===== config.mk =====
export PLATFORM = sky130hd
export DESIGN_NAME = rsa_word_packer
export DESIGN_NICKNAME = d
export VERILOG_FILES = /design/src/rtl/rsa_word_packer.sv
export SDC_FILE = /design/constraint.sdc
export NUM_CORES = 1
export LEC_CHECK = 0
export BUFFER_PORTS_ARGS = -buffer_cell sky130_fd_sc_hd__buf_2
export CORE_MARGIN = 4
export CORE_UTILIZATION = 57
export CTS_BUF_LIST = sky130_fd_sc_hd__clkbuf_16
export DETAILED_ROUTE_END_ITERATION = 8
export GPL_ROUTABILITY_DRIVEN = 0
export GPL_TIMING_DRIVEN = 0
export HOLD_SLACK_MARGIN = 0.12
export PLACE_DENSITY = 0.77
export SYNTH_ARGS = -nofsm -noshare
export SYNTH_HDL_FRONTEND = slang
export SYNTH_SLANG_ARGS = --single-unit
export TNS_END_PERCENT = 10

===== constraint.sdc =====
create_clock -name clk -period 2.8 [get_ports clk]
set_input_delay 0 -clock clk [delete_from_list [all_inputs] [get_ports clk]]
set_output_delay 0 -clock clk [all_outputs]
set_load 0.05 [all_outputs]

===== src/rtl/rsa_word_packer.sv =====
// rtl/rsa_word_packer.sv - packs PS/2 bytes into big-endian words for the rsa input stream
module rsa_word_packer #(
   parameter int BYTES = 16
) (
   input  logic                       clk,
   input  logic                       rst,
   input  logic [7:0]                 ps2_data_i,
   input  logic                       ps2_valid_i,
   input  logic                       ps2_done,
   input  logic                       ps2_reset,
   output logic [8*BYTES-1:0]         rsa_data_o,
   output logic                       rsa_valid_o,
   input  logic                       rsa_ready_i,
   output logic                       rsa_last_o,
   output logic [$clog2(BYTES)-1:0]   byte_cnt_o,
   output logic                       overflow_o
);

   localparam int W  = 8 * BYTES;
   localparam int CW = $clog2(BYTES);

   // S_WAIT means the assembler holds a complete word that the output slot
   // could not yet take; cnt has already wrapped to 0 in that state.
   typedef enum logic {
      S_ACCUM = 1'b0,
      S_WAIT  = 1'b1
   } state_t;

   state_t          state_q, state_d;
   logic [W-1:0]    acc_q, acc_d;
   logic [CW-1:0]   cnt_q, cnt_d;
   logic            done_pend_q, done_pend_d;
   logic            wait_last_q, wait_last_d;
   logic            ovf_q, ovf_d;
   logic [W-1:0]    out_data_q, out_data_d;
   logic            out_last_q, out_last_d;
   logic            out_valid_q, out_valid_d;

   logic [W-1:0]    word_w;
   logic [W-1:0]    cap_w;
   logic            slot_free;
   logic            is_full;

   assign slot_free = !out_valid_q || rsa_ready_i;
   assign is_full   = (cnt_q == CW'(BYTES - 1));

   // Assembler contents with the incoming byte dropped into lane cnt (lane 0 is the MSB byte).
   always_comb begin
      word_w = acc_q;
      for (int i = 0; i < BYTES; i++) begin
         if (cnt_q == CW'(i)) begin
            word_w[W-1-8*i -: 8] = ps2_data_i;
         end
      end
      cap_w = ps2_valid_i ? word_w : acc_q;
   end

   // Next-state logic for the assembler FSM and the output word register.
   always_comb begin
      state_d     = state_q;
      acc_d       = acc_q;
      cnt_d       = cnt_q;
      done_pend_d = done_pend_q;
      wait_last_d = wait_last_q;
      ovf_d       = ovf_q;
      out_data_d  = out_data_q;
      out_last_d  = out_last_q;
      out_valid_d = out_valid_q && !rsa_ready_i;

      if (ps2_reset) begin
         // The output register is left alone so an offered word stays stable.
         state_d     = S_ACCUM;
         acc_d       = '0;
         cnt_d       = '0;
         done_pend_d = 1'b0;
         wait_last_d = 1'b0;
         ovf_d       = 1'b0;
      end else begin
         unique case (state_q)
            S_ACCUM: begin
               if (done_pend_q) begin
                  // A flush is waiting for the slot; new bytes have nowhere to go.
                  if (ps2_valid_i) begin
                     ovf_d = 1'b1;
                  end
                  if (slot_free) begin
                     out_data_d  = acc_q;
                     out_last_d  = 1'b1;
                     out_valid_d = 1'b1;
                     acc_d       = '0;
                     cnt_d       = '0;
                     done_pend_d = 1'b0;
                  end
               end else if (ps2_valid_i && is_full) begin
                  // Word complete; a simultaneous done marks this word as the last one.
                  if (slot_free) begin
                     out_data_d  = word_w;
                     out_last_d  = ps2_done;
                     out_valid_d = 1'b1;
                     acc_d       = '0;
                     cnt_d       = '0;
                  end else begin
                     acc_d       = word_w;
                     cnt_d       = '0;
                     wait_last_d = ps2_done;
                     state_d     = S_WAIT;
                  end
               end else if (ps2_done) begin
                  // Flush of a partial (possibly empty) word, including any byte this cycle.
                  if (slot_free) begin
                     out_data_d  = cap_w;
                     out_last_d  = 1'b1;
                     out_valid_d = 1'b1;
                     acc_d       = '0;
                     cnt_d       = '0;
                  end else begin
                     acc_d       = cap_w;
                     cnt_d       = ps2_valid_i ? cnt_q + CW'(1) : cnt_q;
                     done_pend_d = 1'b1;
                  end
               end else if (ps2_valid_i) begin
                  acc_d = word_w;
                  cnt_d = cnt_q + CW'(1);
               end
            end

            S_WAIT: begin
               if (ps2_valid_i) begin
                  ovf_d = 1'b1;
               end
               if (ps2_done) begin
                  done_pend_d = 1'b1;
               end
               if (slot_free) begin
                  out_data_d  = acc_q;
                  out_last_d  = wait_last_q;
                  out_valid_d = 1'b1;
                  acc_d       = '0;
                  cnt_d       = '0;
                  wait_last_d = 1'b0;
                  state_d     = S_ACCUM;
               end
            end

            default: begin
               state_d = S_ACCUM;
            end
         endcase
      end
   end

   // State registers with asynchronous active-low reset.
   always_ff @(posedge clk or negedge rst) begin
      if (!rst) begin
         state_q     <= S_ACCUM;
         acc_q       <= '0;
         cnt_q       <= '0;
         done_pend_q <= 1'b0;
         wait_last_q <= 1'b0;
         ovf_q       <= 1'b0;
         out_data_q  <= '0;
         out_last_q  <= 1'b0;
         out_valid_q <= 1'b0;
      end else begin
         state_q     <= state_d;
         acc_q       <= acc_d;
         cnt_q       <= cnt_d;
         done_pend_q <= done_pend_d;
         wait_last_q <= wait_last_d;
         ovf_q       <= ovf_d;
         out_data_q  <= out_data_d;
         out_last_q  <= out_last_d;
         out_valid_q <= out_valid_d;
      end
   end

   assign rsa_data_o  = out_data_q;
   assign rsa_last_o  = out_last_q;
   assign rsa_valid_o = out_valid_q;
   assign byte_cnt_o  = cnt_q;
   assign overflow_o  = ovf_q;

endmodule


==> out/summary.txt <==
status -> finished, violations left
failing checks -> negative setup slack
max_cap viols -> 0
CP required -> 3.21 ns
Syn Inst Count -> 1101
Rel. slew slack -> 26.4%
gr usage total -> 31.5%
CTS Buffer Depth -> 3
number of library cell types mapped by synthesis -> 59
critical path capture point type -> register
Pleak -> 0.00651 uW
First-pass DRT Iterations -> 7
Avg Inst Size Synth -> 10.6 sq um
post-synth net total -> 1119
Crit-path slowest cell -> clkbuf_1
crit-path max cell delay -> 0.64 ns
cell mode on critical path -> clkbuf_1
main combinational cell family by area after synthesis -> compound AO/OA/AOI/OAI gates
Logic pwr share -> 23.8%
unrepaired setup endpoints after global routing -> yes
Ant. Diodes -> 0
Worst Hold End -> rsa_data_o[68]$_DFFE_PN0P_
Bufs and invs on worst path -> 2
# port buffers -> 146
CP startpoint kind -> register
Routed WL -> 35800 um
Congestion Overflow GR -> 0
compound-cell area share of the yosys netlist -> 23.5%
Die Y -> 151 um
Async SR Flop Fraction -> 100%
H-tree levels -> 1
cell taking the most area after synthesis -> dfrtp_1
Setup TNS -> -0.0108 ns
Hold Vio Cnt, Final -> 0
via/cell ratio -> 6.43
share of Yosys cell area claimed by the top area cell type -> 57.0%
most common cell after layout, fill and taps aside -> dfrtp_1
Starting Density -> 57.9%
Cell Area, Synth -> 11700 sq um
layout cells sized above 1 -> 21.2%
Sw Pwr -> 3670 uW
crit-path cells -> nand2b_1 -> clkbuf_1 -> clkbuf_1 -> mux2i_1 -> o22ai_1 -> a21oi_1
antenna violations before repair -> 0
Post-CTS Setup Bufs -> 0
maximum vdd drop -> 0.000494 V
hold wc startpoint -> ps2_data_i[4]
Post-Synth Adder-Cell Area -> 0.429%
f_max -> 356 MHz
Register-to-Register Setup Slack -> -0.01 ns
Routed WL per cell -> 22.7 um
drt drc -> 0
hold path cells -> 4
synth top area cells -> dfrtp_1 57%, o22ai_1 7.3%, a22o_1 6.6%, a21oi_1 5.4%, nor2_1 4.6%
reg2reg end -> rsa_data_o[87]$_DFFE_PN0P_
core footprint -> 20200 sq um
reg2reg start -> rsa_valid_o$_DFF_PN0_
CTS tree -> done
Synth-to-Final Area Change -> 17.9%
Clock Latency Late Sink -> 0.55 ns
fin nets -> 1303
sw frac -> 35.0%
Internal Power -> 6830 uW
DP HPWL -> 23300 um
Final Cycle Share -> 100%
YS warnings -> 0
Worst Clk Skew -> 0.0213 ns
IO Pins -> 149
Via Count -> 10125
sequential share of power -> 41.6%
delay-heaviest family, CP -> buffers and inverters
Seq/Total Area, Yosys -> 57.0%
Crit path arrival time -> 3.22 ns
Worst Max-Slew Pin Slew -> 1.09 ns
mux contribution to synthesized area -> 2.62%
Routed Antenna Nets -> 0
# clock sinks -> 266
Simple-Gate Fraction of Synth Area -> 12.4%
vias in the first global route -> 9895
DR iter-0 viols -> 1150
Yosys reg bits -> 266
Tmin final -> 2.81 ns
Chip Width -> 151 um
first-pass GRT wire length -> 55900 um
max-slew violations -> 0
Register-to-Register Path Depth -> 6
largest net degree at the start of global routing -> 102
Setup violations, final -> 1
FP Rows -> 52
power per cell area -> 763 nW/um^2
most frequent cells in the layout -> 266 x dfrtp_1, 185 x buf_2, 143 x nor2_1
final setup margin -> -0.0108 ns
Worst Path Max Fanout -> 10
clock power share -> 34.7%
die area -> 22800 sq um
clk root buf -> clkbuf_16
CTS Buf Count -> 27
Clock transition at path regs -> 0.07 ns
xor/xnor share of the synthesized area -> 0.150%
Post-synth EDFFs -> 0
pre-CTS setup slack -> 0.0521 ns
Hold Crit Class -> input port to register
WS Path Type -> register to register
top_reg_cell synth -> dfrtp_1
==> cells by family after synthesis <==
family                     after synthesis
AOI/OAI and AO/OA                      405
buffers and inverters                  101
and+or+nand+nor                        293
adders and majority gates                4
DFF                                    266
xor gates and xnor gates                 2
muxes                                   30
==> metal layers <==
metal | wire length (um) | GRT usage [%]
met1 | 14900 | 46.0
met4 | 1130 | 11.3
met3 | 3840 | 7.60
met2 | 16000 | 46.4
met5 | 0 | 0
==> state kept, by name, indices dropped and copies added, names as in the netlist <==
register     count
acc_q          128
byte_cnt_o       4
done_pend_q      1
overflow_o       1
rsa_data_o     128
rsa_last_o       1
rsa_valid_o      1
state_q          1
wait_last_q      1
==> through the flow <==
stage                     hold WS (ns)  util, %  instance area, sq um  power, uW  cells
after floorplan                 -0.296        -                 11700       6200   1101
after global placement           0.385     63.2                 12700       6860   1517
after detailed placement        0.0409     63.5                 12800       6900   1519
after CTS                        0.164     68.2                 13800      10500   1575
after global routing             0.214     68.2                 13800      10900   1575
final                            0.185     68.2                 13800      10500   1575
==> final cells by class <==
type                            count  area, sq um
Buffer                             97          440
Clock buffer                       27          676
Clock inverter                     22          201
Fill cell                        1595         6400
Inverter                            4         15.0
Multi-Input combinational cell    734         4570
Sequential cell                   266         6660
Tap cell                          270          338
Timing Repair Buffer              155          866
==> worst max-delay path by stage <==
stage | slack [ns] | startpoint | end | cells past startpoint
after floorplan | 0.46 | byte_cnt_o[0]$_DFF_PN0_ | acc_q[121]$_DFF_PN0_ | 8
final | -0.01 | rsa_valid_o$_DFF_PN0_ | rsa_data_o[87]$_DFFE_PN0P_ | 6
after global routing | -0.05 | rsa_valid_o$_DFF_PN0_ | rsa_data_o[87]$_DFFE_PN0P_ | 6
after detailed placement | 0.05 | byte_cnt_o[0]$_DFF_PN0_ | rsa_data_o[78]$_DFFE_PN0P_ | 8
after CTS | 0.03 | byte_cnt_o[0]$_DFF_PN0_ | rsa_data_o[78]$_DFFE_PN0P_ | 8
after global placement | -3.02 | rst | rsa_data_o[50]$_DFFE_PN0P_ | 1
==> tightest hold or removal path, delay by kind of cell <==
family                 cells  cell delay (ns)
buffers and inverters      2             0.40
AOI/OAI and AO/OA          1             0.08
muxes                      1             0.22
==> power by group through the flow <==
stage,sequential (uW),clock [uW],combinational (uW)
floorplan,5590,0,601
global placement,4420,0,2430
detailed placement,4430,0,2480
CTS,4360,3650,2500
global route,4400,3810,2640
finish,4360,3640,2490
==> Yosys cell counts, types with 12 or more instances <==
cell	count
nand2_1	50
o22ai_1	136
mux2i_1	28
nand2b_1	12
buf_2	40
a21oi_1	126
nor3_1	12
clkbuf_1	49
nor2_1	143
a22o_1	88
dfrtp_1	266
a21o_1	16
or2_2	12
==> what timing repair did <==
item                       4_1_cts  5_1_grt
resized for setup                0        8
setup endpoints to repair        0       34
hold endpoints to repair       173        0
hold buffers                     7        0
(Power assumes the default switching activity.)
